File: src/rtl/pipe_pkg.sv
// Shared definitions for the elastic pipeline stage.
//   stageState_t    : stage occupancy state (EMPTY / ONE / TWO)
//   CTRL_*          : bit positions inside the default control bus
//   CTRL_MASK_DFLT  : side-effecting control bits (RegWrite, MemWrite)
package pipe_pkg;

    typedef enum logic [1:0] {
        EMPTY = 2'd0,
        ONE   = 2'd1,
        TWO   = 2'd2
    } stageState_t;

    localparam int CTRL_REGWRITE  = 0;
    localparam int CTRL_MEMWRITE  = 1;
    localparam int CTRL_RESSRC_LO = 2;

    localparam logic [3:0] CTRL_MASK_DFLT =
        4'((1 << CTRL_REGWRITE) | (1 << CTRL_MEMWRITE));

endpackage

File: src/rtl/pipe_stage_elastic_if.sv
// Handshake bundle around one elastic stage.
//   in_valid/in_ready/in_ctrl/in_data     : upstream side of the stage
//   out_valid/out_ready/out_ctrl/out_data : downstream side of the stage
// Modports:
//   master : the surrounding pipeline (drives upstream entries, out_ready)
//   slave  : the stage itself
interface pipe_stage_elastic_if #(
    parameter int CTRL_W = 4,
    parameter int DATA_W = 133
);
    logic              in_valid;
    logic              in_ready;
    logic [CTRL_W-1:0] in_ctrl;
    logic [DATA_W-1:0] in_data;
    logic              out_valid;
    logic              out_ready;
    logic [CTRL_W-1:0] out_ctrl;
    logic [DATA_W-1:0] out_data;

    modport master (
        output in_valid, in_ctrl, in_data, out_ready,
        input  in_ready, out_valid, out_ctrl, out_data
    );

    modport slave (
        input  in_valid, in_ctrl, in_data, out_ready,
        output in_ready, out_valid, out_ctrl, out_data
    );
endinterface

File: src/rtl/pipe_entry.sv
// One stage entry: a register with load enable and synchronous clear.
//   clk  : clock
//   clr  : synchronous active-high clear (wins over load)
//   load : capture d on the rising edge
//   d    : next value
//   q    : held value
module pipe_entry #(
    parameter int W = 137
) (
    input  logic         clk,
    input  logic         clr,
    input  logic         load,
    input  logic [W-1:0] d,
    output logic [W-1:0] q
);
    // NOTE: the data register is cleared on reset on purpose: the stage must
    // present out_ctrl=0 and out_data=0 straight out of reset.
    always_ff @(posedge clk) begin
        if (clr)       q <= '0;
        else if (load) q <= d;
    end
endmodule

File: src/rtl/pipe_stage_elastic.sv
// Elastic pipeline stage register with a 2-entry skid buffer.
//   clk       : clock, all state on the rising edge
//   rst       : synchronous active-high reset (overrides everything)
//   flush     : synchronous flush, drops held entries and same-cycle input
//   bus       : upstream/downstream valid-ready handshake (slave modport)
//   occupancy : number of entries held (0..2)
//   stall_cnt : saturating count of cycles with out_valid & !out_ready
// in_ready is decoded from the state register only, so back-pressure never
// forms a combinational path from out_ready to in_ready.
module pipe_stage_elastic
    import pipe_pkg::*;
#(
    parameter int                CTRL_W    = 4,
    parameter int                DATA_W    = 133,
    parameter logic [CTRL_W-1:0] CTRL_MASK = CTRL_W'(CTRL_MASK_DFLT),
    parameter int                CNT_W     = 16
) (
    input  logic                 clk,
    input  logic                 rst,
    input  logic                 flush,
    pipe_stage_elastic_if.slave  bus,
    output logic [1:0]           occupancy,
    output logic [CNT_W-1:0]     stall_cnt
);
    localparam int ENTRY_W = CTRL_W + DATA_W;

    stageState_t        stateQ;
    stageState_t        stateNext;
    logic               mainLoad;
    logic               skidLoad;
    logic               mainFromSkid;
    logic               outValid;
    logic [ENTRY_W-1:0] mainD;
    logic [ENTRY_W-1:0] mainQ;
    logic [ENTRY_W-1:0] skidQ;

    // NOTE: sequential state uses non-blocking assignments so every register
    // samples pre-edge values regardless of process ordering.
    always_ff @(posedge clk) begin
        if (rst) stateQ <= EMPTY;
        else     stateQ <= stateNext;
    end

    // NOTE: every output of this block gets a default first, so no path
    // leaves a signal unassigned and no latch is inferred.
    always_comb begin
        stateNext    = stateQ;
        mainLoad     = 1'b0;
        skidLoad     = 1'b0;
        mainFromSkid = 1'b0;
        unique case (stateQ)
            EMPTY: begin
                if (bus.in_valid) begin
                    mainLoad  = 1'b1;
                    stateNext = ONE;
                end
            end
            ONE: begin
                if (bus.out_ready && bus.in_valid) begin
                    mainLoad = 1'b1;        // pass-through at full rate
                end else if (bus.out_ready) begin
                    stateNext = EMPTY;
                end else if (bus.in_valid) begin
                    skidLoad  = 1'b1;       // spill while downstream stalls
                    stateNext = TWO;
                end
            end
            TWO: begin
                if (bus.out_ready) begin    // input ignored: in_ready is 0
                    mainLoad     = 1'b1;
                    mainFromSkid = 1'b1;
                    stateNext    = ONE;
                end
            end
            default: stateNext = EMPTY;
        endcase
        // Flush drops everything, including an input offered this cycle.
        if (flush) begin
            stateNext = EMPTY;
            mainLoad  = 1'b0;
            skidLoad  = 1'b0;
        end
    end

    assign mainD = mainFromSkid ? skidQ : {bus.in_ctrl, bus.in_data};

    pipe_entry #(.W(ENTRY_W)) mainEntry (
        .clk  (clk),
        .clr  (rst),
        .load (mainLoad),
        .d    (mainD),
        .q    (mainQ)
    );

    pipe_entry #(.W(ENTRY_W)) skidEntry (
        .clk  (clk),
        .clr  (rst),
        .load (skidLoad),
        .d    ({bus.in_ctrl, bus.in_data}),
        .q    (skidQ)
    );

    assign outValid      = (stateQ != EMPTY);
    assign bus.out_valid = outValid;
    assign bus.in_ready  = (stateQ != TWO);
    assign occupancy     = stateQ;

    // A bubble must never carry side-effecting control bits downstream.
    assign bus.out_ctrl = mainQ[ENTRY_W-1 -: CTRL_W] & ~(outValid ? '0 : CTRL_MASK);
    assign bus.out_data = mainQ[DATA_W-1:0];

    always_ff @(posedge clk) begin
        if (rst) begin
            stall_cnt <= '0;
        end else if (outValid && !bus.out_ready && !flush
                     && stall_cnt != {CNT_W{1'b1}}) begin
            stall_cnt <= stall_cnt + 1'b1;
        end
    end
endmodule

File: src/flat_wrapper.sv
// flat-port wrapper written by rule: the top's interface ports become plain ports
module pipe_stage_elastic_flat import pipe_pkg::*;
#(
    parameter int                CTRL_W    = 4,
    parameter int                DATA_W    = 133,
    parameter logic [CTRL_W-1:0] CTRL_MASK = CTRL_W'(CTRL_MASK_DFLT),
    parameter int                CNT_W     = 16
)
  (clk, rst, flush, occupancy, stall_cnt, bus_in_valid, bus_in_ctrl, bus_in_data, bus_out_ready, bus_in_ready, bus_out_valid, bus_out_ctrl, bus_out_data);
  pipe_stage_elastic_if #(.CTRL_W(CTRL_W), .DATA_W(DATA_W)) bus_i ();
  input  logic clk;
  input  logic rst;
  input  logic flush;
  output logic [1:0] occupancy;
  output logic [CNT_W-1:0] stall_cnt;
  input wire logic [$bits(bus_i.in_valid)-1:0] bus_in_valid;
  input wire logic [$bits(bus_i.in_ctrl)-1:0] bus_in_ctrl;
  input wire logic [$bits(bus_i.in_data)-1:0] bus_in_data;
  input wire logic [$bits(bus_i.out_ready)-1:0] bus_out_ready;
  output wire logic [$bits(bus_i.in_ready)-1:0] bus_in_ready;
  output wire logic [$bits(bus_i.out_valid)-1:0] bus_out_valid;
  output wire logic [$bits(bus_i.out_ctrl)-1:0] bus_out_ctrl;
  output wire logic [$bits(bus_i.out_data)-1:0] bus_out_data;
  assign bus_i.in_valid = bus_in_valid;
  assign bus_i.in_ctrl = bus_in_ctrl;
  assign bus_i.in_data = bus_in_data;
  assign bus_i.out_ready = bus_out_ready;
  assign bus_in_ready = bus_i.in_ready;
  assign bus_out_valid = bus_i.out_valid;
  assign bus_out_ctrl = bus_i.out_ctrl;
  assign bus_out_data = bus_i.out_data;
  pipe_stage_elastic #(.CTRL_W(CTRL_W), .DATA_W(DATA_W), .CTRL_MASK(CTRL_MASK), .CNT_W(CNT_W)) u_core (.clk(clk), .rst(rst), .flush(flush), .bus(bus_i), .occupancy(occupancy), .stall_cnt(stall_cnt));
endmodule
File: config.mk
export PLATFORM = sky130hd
export DESIGN_NAME = pipe_stage_elastic_flat
export DESIGN_NICKNAME = d
export VERILOG_FILES = /design/src/rtl/pipe_pkg.sv /design/src/rtl/pipe_stage_elastic_if.sv /design/src/rtl/pipe_entry.sv /design/src/rtl/pipe_stage_elastic.sv /design/src/flat_wrapper.sv
export SDC_FILE = /design/constraint.sdc
export NUM_CORES = 1
export LEC_CHECK = 0
export CORE_ASPECT_RATIO = 1.5
export CORE_MARGIN = 2
export CORE_UTILIZATION = 45
export CTS_CLUSTER_DIAMETER = 60
export DETAILED_ROUTE_END_ITERATION = 10
export PLACE_DENSITY_LB_ADDON = 0.3
export SLEW_MARGIN = 0
export SYNTH_ARGS = -nofsm -noshare
export SYNTH_HDL_FRONTEND = slang
export SYNTH_HIERARCHICAL = 1
export SYNTH_SLANG_ARGS = --single-unit
File: constraint.sdc
create_clock -name clk -period 4.25 [get_ports clk]
set_input_delay 0.425 -clock clk [delete_from_list [all_inputs] [get_ports clk]]
set_output_delay 0.425 -clock clk [all_outputs]
set_load 0.02 [all_outputs]
==> results of run 1 <==
[how the worst max path moves through the flow]
stage	startpoint	to	cells after the start
6_report	u_core/occupancy[0]	bus_out_ctrl[1]	3
5_1_grt	u_core/occupancy[0]	bus_out_ctrl[1]	3
4_1_cts	u_core/occupancy[0]	bus_out_ctrl[1]	3
3_5_place_dp	bus_out_ready	u_core/skidEntry/q[125]	6
3_3_place_gp	bus_out_ready	u_core/mainEntry/q[82]	7
2_1_floorplan	u_core/occupancy[0]	u_core/mainEntry/q[134]	6
[worst register-to-register path: stages (launching register included)]
cell     delay (ns)
dfxtp_1        0.46
or2b_1         0.28
nor3_2         0.70
buf_12         0.37
mux2i_1        0.30
nor2_1         0.06
[cell families after synthesis]
family | count (synthesis) | synth area share
fa+ha+maj | 1 | 0.000993
flops | 292 | 0.464
mux | 413 | 0.342
buf+inv | 87 | 0.0667
simple gates | 331 | 0.110
compound gates | 32 | 0.0162
[cells in the final DEF (no fill, tap or decap), types with 2 or more instances in the layout]
cell | synthesis | final
inv_6 | 0 | 2
buf_4 | 0 | 8
o31ai_1 | 10 | 10
clkbuf_8 | 0 | 7
clkbuf_16 | 0 | 31
nand3_1 | 7 | 7
nor3_1 | 4 | 3
nor4_1 | 3 | 2
buf_12 | 28 | 10
dfxtp_1 | 292 | 292
or4_1 | 11 | 11
nand4_1 | 5 | 5
bufinv_16 | 0 | 2
nand2_1 | 6 | 6
inv_1 | 5 | 5
o21ai_0 | 4 | 4
nor2_1 | 277 | 277
a21oi_1 | 14 | 13
clkbuf_1 | 23 | 8
nor2b_1 | 2 | 2
clkinv_2 | 0 | 5
mux2i_1 | 274 | 274
mux2_2 | 139 | 139
or3_1 | 3 | 3
clkdlybuf4s50_1 | 0 | 297
and4_1 | 2 | 2
[layer usage]
metal,wire length [µm],vias up
li1,-,4505
met1,12500,4270
met2,13900,234
met3,2250,37
met4,620,0
met5,0,-
[synth_stat cells]
| library cell | n |
|---|---|
| nor2_2 | 1 |
| o31ai_1 | 10 |
| clkbuf_1 | 23 |
| o21ai_0 | 4 |
| nand2b_1 | 1 |
| buf_6 | 3 |
| a21oi_1 | 14 |
| or2b_1 | 1 |
| nor4_1 | 3 |
| nand3b_1 | 1 |
| and4_1 | 2 |
| a221oi_2 | 1 |
| nand4_1 | 5 |
| and2_1 | 1 |
| or3_2 | 1 |
| and2b_2 | 1 |
| buf_2 | 28 |
| or3b_2 | 1 |
| or3_1 | 3 |
| a21o_2 | 1 |
| and2b_1 | 1 |
| or4_4 | 1 |
| nor3_1 | 4 |
| buf_12 | 28 |
| nand3_1 | 7 |
| a21boi_0 | 1 |
| mux2i_1 | 274 |
| dfxtp_1 | 292 |
| nor2b_1 | 2 |
| a211oi_1 | 1 |
| ha_1 | 1 |
| or4_1 | 11 |
| or2b_2 | 1 |
| mux2_2 | 139 |
| nand2_1 | 6 |
| inv_1 | 5 |
| nor2_1 | 277 |
[where the power goes]
part | internal, W | switching (W)
sequential | 0.00283 | 0.0000510
combinational | 0.000426 | 0.000362
clock | 0.00156 | 0.00108
[through the flow]
stage / cells / utilization / worst slack (ns) / area [µm²]
2_1_floorplan: 1156 / - / 2.25 / 12600
3_3_place_gp: 1736 / 0.557 / 1.46 / 15500
3_5_place_dp: 1736 / 0.557 / 1.44 / 15500
4_1_cts: 1790 / 0.593 / 1.85 / 16500
5_1_grt: 1790 / 0.593 / 1.78 / 16500
6_report: 1790 / 0.593 / 1.89 / 16500
[area by class of cell]
class	instances	area, µm²
Inverter	5	18.8
Tap cell	346	433
Clock buffer	45	888
Multi-Input combinational cell	777	5930
Sequential cell	292	5850
Timing Repair Buffer	316	3250
Clock inverter	9	103
Fill cell	2328	11300
[state kept, by name (all words and copies together) (netlist names)]
name,flops
u_core/mainEntry/q,137
u_core/occupancy,2
u_core/skidEntry/q,137
u_core/stall_cnt,16
==> metrics.md, run 1 <==
| Metric | Value |
|---|---|
| Final GP Congestion | 0.788 |
| Top Usage Layer GRT | met2 |
| Crit-path leading delay family | buffers and inverters |
| Met1 Resource Use GR | 0.233 |
| Detailed Routing Iterations Pass 1 | 4 |
| Starting density of the core | 0.453 |
| Worst Tran Pin Value | 1.04 ns |
| Final hold slack | 0.489 ns |
| Peak supply drop | 0.342 mV |
| Sink Count | 292 |
| Reg-to-reg slack, setup | 1.96 ns |
| Critical Path Max Stage Delay | 0.60 ns |
| Worst Hold Endpoint | u_core/mainEntry/q[25] |
| Via-to-Cell Ratio | 5.05 |
| Crit path launch type | register |
| CTS H-tree depth | 1 |
| Hold path cells | 2 |
| R2R depth | 5 |
| Leakage | 6.01 nW |
| I/O Buffers | 298 |
| WL per Instance | 16.3 µm |
| DR vias | 9,046 |
| Crit path max fanout | 7 |
| Row count | 75 |
| I/O pins | 299 |
| Total power | 0.00631 W |
| Total number of yosys warnings | 6 |
| Core ar. | 27,800 µm² |
| Post-Syn Instances | 1,156 |
| Clock Skew | 0.00877 ns |
| Die area | 29,400 µm² |
| Hold_buf cts | 0 |
| CTS Buf Count | 30 |
| GRT Total Usage | 0.193 |
| Pin count of the biggest net entering global routing | 157 |
| Final #Nets | 1,565 |
| Worst r2r src | u_core/occupancy[0] |
| Iter 0 DRT Violations | 303 |
| Vias in the first global route | 9,096 |
| Post-CTS setup buffer count | 0 |
| Layout cells sized above 1 | 0.149 |
| CP Data Arrival Time | 1.93 ns |
| Mapped Area | 12,600 µm² |
| P per Cell Area | 383 nW/µm² |
| Crit end category | primary output |
| DPL Wire Length | 19.3 mm |
| GRT met3 Usage | 0.0566 |
| Clock buffer depth | 3 |
| Initial antenna violation count | 0 |
| Number of max-cap violations | 0 |
| Hold_sp | u_core/mainEntry/q[25] |
| Sequential area share after synthesis | 0.464 |
| CTS tree | yes |
| Cell taking the most area after synthesis | dfxtp_1 |
| Grt met2 use | 0.337 |
| Die width | 141 µm |
| Hold crit path type | register to register |
| Worst Setup Path Type | register to primary output |
| Remaining DRCs | 0 |
| # setup viols final | 0 |
| Syn avg cell area | 10.9 µm² |
| Top post-synthesis cells by area | dfxtp_1 46%, mux2i_1 22%, mux2_2 12%, nor2_1 8.3%, buf_12 4.5% |
| Synth cell types | 37 |
| Area delta synth->final | 30.7% |
| Skew-Pair Late Insertion Delay | 0.55 ns |
| Reg2Reg Capture Point | u_core/skidEntry/q[79] |
| Fin Setup TNS | 0 ns |
| Crit-path cells | nor2_2 -> and2b_2 -> clkdlybuf4s50_1 |
| Number of nets with antenna violations after routing | 0 |
| First-pass GRT wire length | 47.2 mm |
| Worst path slowest cell | clkdlybuf4s50_1 |
| GRT overflow | 0 |
| Max Freq | 424 MHz |
| Worst path required time | 3.83 ns |
| Max-slew violations | 0 |
| Outcome | completed |
| Synth Register Bits | 292 |
| CTS root buffer | clkbuf_16 |
| Clock transition at path regs | 0.06 ns |
| Min Tclk post-route | 2.36 ns |
| Gates resized, CTS repair | 0 |
| Diodes inserted | 0 |
| Slew HR | 0.304 |
| Fin crit share | 0.554 |
| Buf/Inv on CP | 1 |
| Drt total wl | 29.3 mm |
| Die Height | 209 µm |
| Yosys top cell area share | 0.464 |
| Unrepaired setup endpoints after global routing | false |
| Syn_nets | 1,299 |
| Endpoints failing hold | 0 |
No activity file was read; power rests on OpenSTA's default activity.
==> run 2, diff against run 1 <==
- clock period: 4.25 -> 1.9 ns (I/O delays scaled with it)
==> run 2 against run 1 <==
Compared with the run above:
- sequential share of layout area shrank 1.3 points
- non-clock buffer count is 53 higher
- sequential cell count is the same
- critical path type unchanged
- largest cell class unchanged
- critical endpoint is now stall_cnt[12]
- worst hold slack worse by 0.43 ns
- clock skew up 0.0010 ns
- critical path depth decreased by 2
- die area unchanged
- global-route usage shrank 0.062 points
==> metrics.md, run 2 (synthesis results as in run 1) <==
| Metric | Value |
|---|---|
| Starting density of the core | 0.453 (unchanged) |
| Number of max-cap violations | 0 (unchanged) |
| Area delta synth->final | 35.7% |
| Number of nets with antenna violations after routing | 0 (unchanged) |
| CTS tree | yes |
| Worst Hold Endpoint | u_core/mainEntry/q[9] |
| # setup viols final | 0 (unchanged) |
| Leakage | 6.38 nW (+6.3%) |
| Slew HR | 0.651 (+0.347) |
| CTS H-tree depth | 1 (unchanged) |
| Clock buffer depth | 3 (unchanged) |
| Total power | 0.0143 W (+130%) |
| Worst path required time | 1.71 ns (-2.12 ns) |
| Crit path launch type | register |
| Top Usage Layer GRT | met2 |
| Via-to-Cell Ratio | 5.00 (-1.0%) |
| CTS Buf Count | 30 (unchanged) |
| Post-CTS setup buffer count | 0 (unchanged) |
| Die area | 29,400 µm² (unchanged) |
| Clock Skew | 0.00978 ns (+0.00101 ns) |
| GRT overflow | 0 (unchanged) |
| GRT met3 Usage | 0.0449 (-0.0117) |
| Outcome | completed |
| Worst path depth | 1 (-2) |
| Pin count of the biggest net entering global routing | 68 (-57%) |
| Pre-CTS setup slack | -0.240 ns (-1.68 ns) |
| WL per Instance | 15.9 µm (-2.9%) |
| Iter 0 DRT Violations | 279 (-7.9%) |
| Max Freq | 551 MHz |
| Reg-to-reg slack, setup | 0.11 ns (-1.85 ns) |
| Crit-path cells | clkdlybuf4s50_1 |
| Placed Area | 16,100 µm² (+3.7%) |
| P per Cell Area | 835 nW/µm² (+120%) |
| Hold path cells | 2 (unchanged) |
| I/O Buffers | 298 (unchanged) |
| R2R depth | 7 (+2) |
| Drt total wl | 29.3 mm (about the same) |
| Crit path max fanout | 7 (unchanged) |
| Core ar. | 27,800 µm² (unchanged) |
| Regs by FF count | u_core/mainEntry/q: 137 flops, u_core/skidEntry/q: 137 flops, u_core/stall_cnt: 16 flops |
| Die width | 141 µm (unchanged) |
| Crit end category | primary output |
| CP Data Arrival Time | 1.63 ns (-0.30 ns) |
| Cell count after placement | 1,789 (+3.1%) |
| Vias in the first global route | 9,203 (+1.2%) |
| Endpoints failing hold | 0 (unchanged) |
| Layout cells sized above 1 | 0.185 (+0.0361) |
| Worst path slowest cell | clkdlybuf4s50_1 |
| GRT Total Usage | 0.193 (-0.000616) |
| Row count | 75 (unchanged) |
| Most frequent cells in the layout | 292 x clkdlybuf4s50_1, 288 x dfxtp_1, 277 x nor2_1, 274 x mux2i_1, 139 x mux2_2 |
| Final instance area | 17,100 µm² (+3.8%) |
| Die Height | 209 µm (unchanged) |
| Grt met2 use | 0.341 (+0.00439) |
| Unrepaired setup endpoints after global routing | false |
| Fin worst setup slack | 0.0845 ns (-1.81 ns) |
| Final GP Congestion | 0.776 (-1.5%) |
| Fin crit share | 0.956 |
| Final #Nets | 1,618 (+3.4%) |
| Peak supply drop | 0.622 mV (+82%) |
| Sink Count | 292 (unchanged) |
| Skew-Pair Late Insertion Delay | 0.54 ns (about the same) |
| Worst Tran Pin Value | 0.524 ns (-0.520 ns) |
| DPL Wire Length | 20.7 mm (+7.0%) |
| Clock transition at path regs | 0.06 ns (about the same) |
| Worst r2r src | u_core/occupancy[1] |
| Reg2Reg Capture Point | u_core/mainEntry/q[61] |
| Buf/Inv on CP | 1 (unchanged) |
| Remaining DRCs | 0 (unchanged) |
| Initial antenna violation count | 2 (+2) |
| Met1 Resource Use GR | 0.235 (+0.00201) |
| I/O pins | 299 (unchanged) |
| DR vias | 9,228 (+2.0%) |
| Min Tclk post-route | 1.82 ns |
| CTS root buffer | clkbuf_16 |
| Critical Path Max Stage Delay | 0.65 ns (+0.05 ns) |
| First-pass GRT wire length | 47.0 mm (-0.37%) |
| Commonest non-fill, non-tap cell in the layout | clkdlybuf4s50_1 |
| Hold_sp | rst |
| Detailed Routing Iterations Pass 1 | 4 (unchanged) |
| Hold crit path type | primary input to register |
| Worst Setup Path Type | register to primary output |
| Crit-path leading delay family | buffers and inverters |
| Max-slew violations | 0 (unchanged) |
| Final std cells w/o fill | 1,845 (+3.1%) |
-- run 2: cell type report --
| class | count | area, µm² |
|---|---|---|
| fillers | 2291 | 10700 |
| clock buffers | 42 | 887 |
| well taps | 346 | 433 |
| flip-flops and latches | 292 | 5850 |
| inverters | 5 | 18.8 |
| clock inverters | 12 | 131 |
| multi-input cells | 777 | 5940 |
| diodes | 2 | 5.00 |
| repair buffers | 369 | 3820 |
-- run 2: repair_timing --
item	4_1_cts	5_1_grt
endpoints found under the hold margin	0	0
endpoints found under the setup margin	5	2
gates resized for setup	5	2
hold buffers	0	0
-- run 2: power breakdown --
part | switching (W) | internal, W | leakage (nW)
combinational | 0.000828 | 0.00104 | 3.51
clock | 0.00242 | 0.00353 | 0.504
sequential | 0.000118 | 0.00633 | 2.37
total | 0.00337 | 0.0109 | 6.38
-- run 2: stage by stage --
| step | setup TNS (ns) | hold WS, ns | util |
|---|---|---|---|
| floorplan | 0 | 0.262 | - |
| global placement | -32.65 | 0.467 | 0.578 |
| detailed placement | -37.49 | 0.481 | 0.578 |
| CTS | 0 | 0.0526 | 0.615 |
| global route | 0 | 0.0669 | 0.615 |
| finish | 0 | 0.0598 | 0.615 |
-- run 2: worst register-to-register path: stages, from the launching register on --
cell      delay (ns)
dfxtp_2         0.36
nand2b_1        0.21
a21o_2          0.24
a21oi_4         0.20
buf_12          0.20
buf_12          0.19
mux2i_1         0.21
nor2_1          0.06
-- run 2: worst max-delay path by stage --
stage	startpoint	endpoint	slack [ns]
2_1_floorplan	u_core/stall_cnt[0]	u_core/stall_cnt[6]	0.01
3_3_place_gp	bus_out_ready	u_core/stall_cnt[4]	-0.21
3_5_place_dp	bus_out_ready	u_core/stall_cnt[4]	-0.24
4_1_cts	u_core/occupancy[0]	bus_out_valid	0.007
5_1_grt	u_core/stall_cnt[4]	stall_cnt[4]	0.009
6_report	u_core/stall_cnt[12]	stall_cnt[12]	0.08
-- run 2: metal layers --
layer	part of all wire	up-vias
li1	-	4604
met1	0.42	4352
met2	0.50	236
met3	0.062	36
met4	0.019	0
met5	0	-
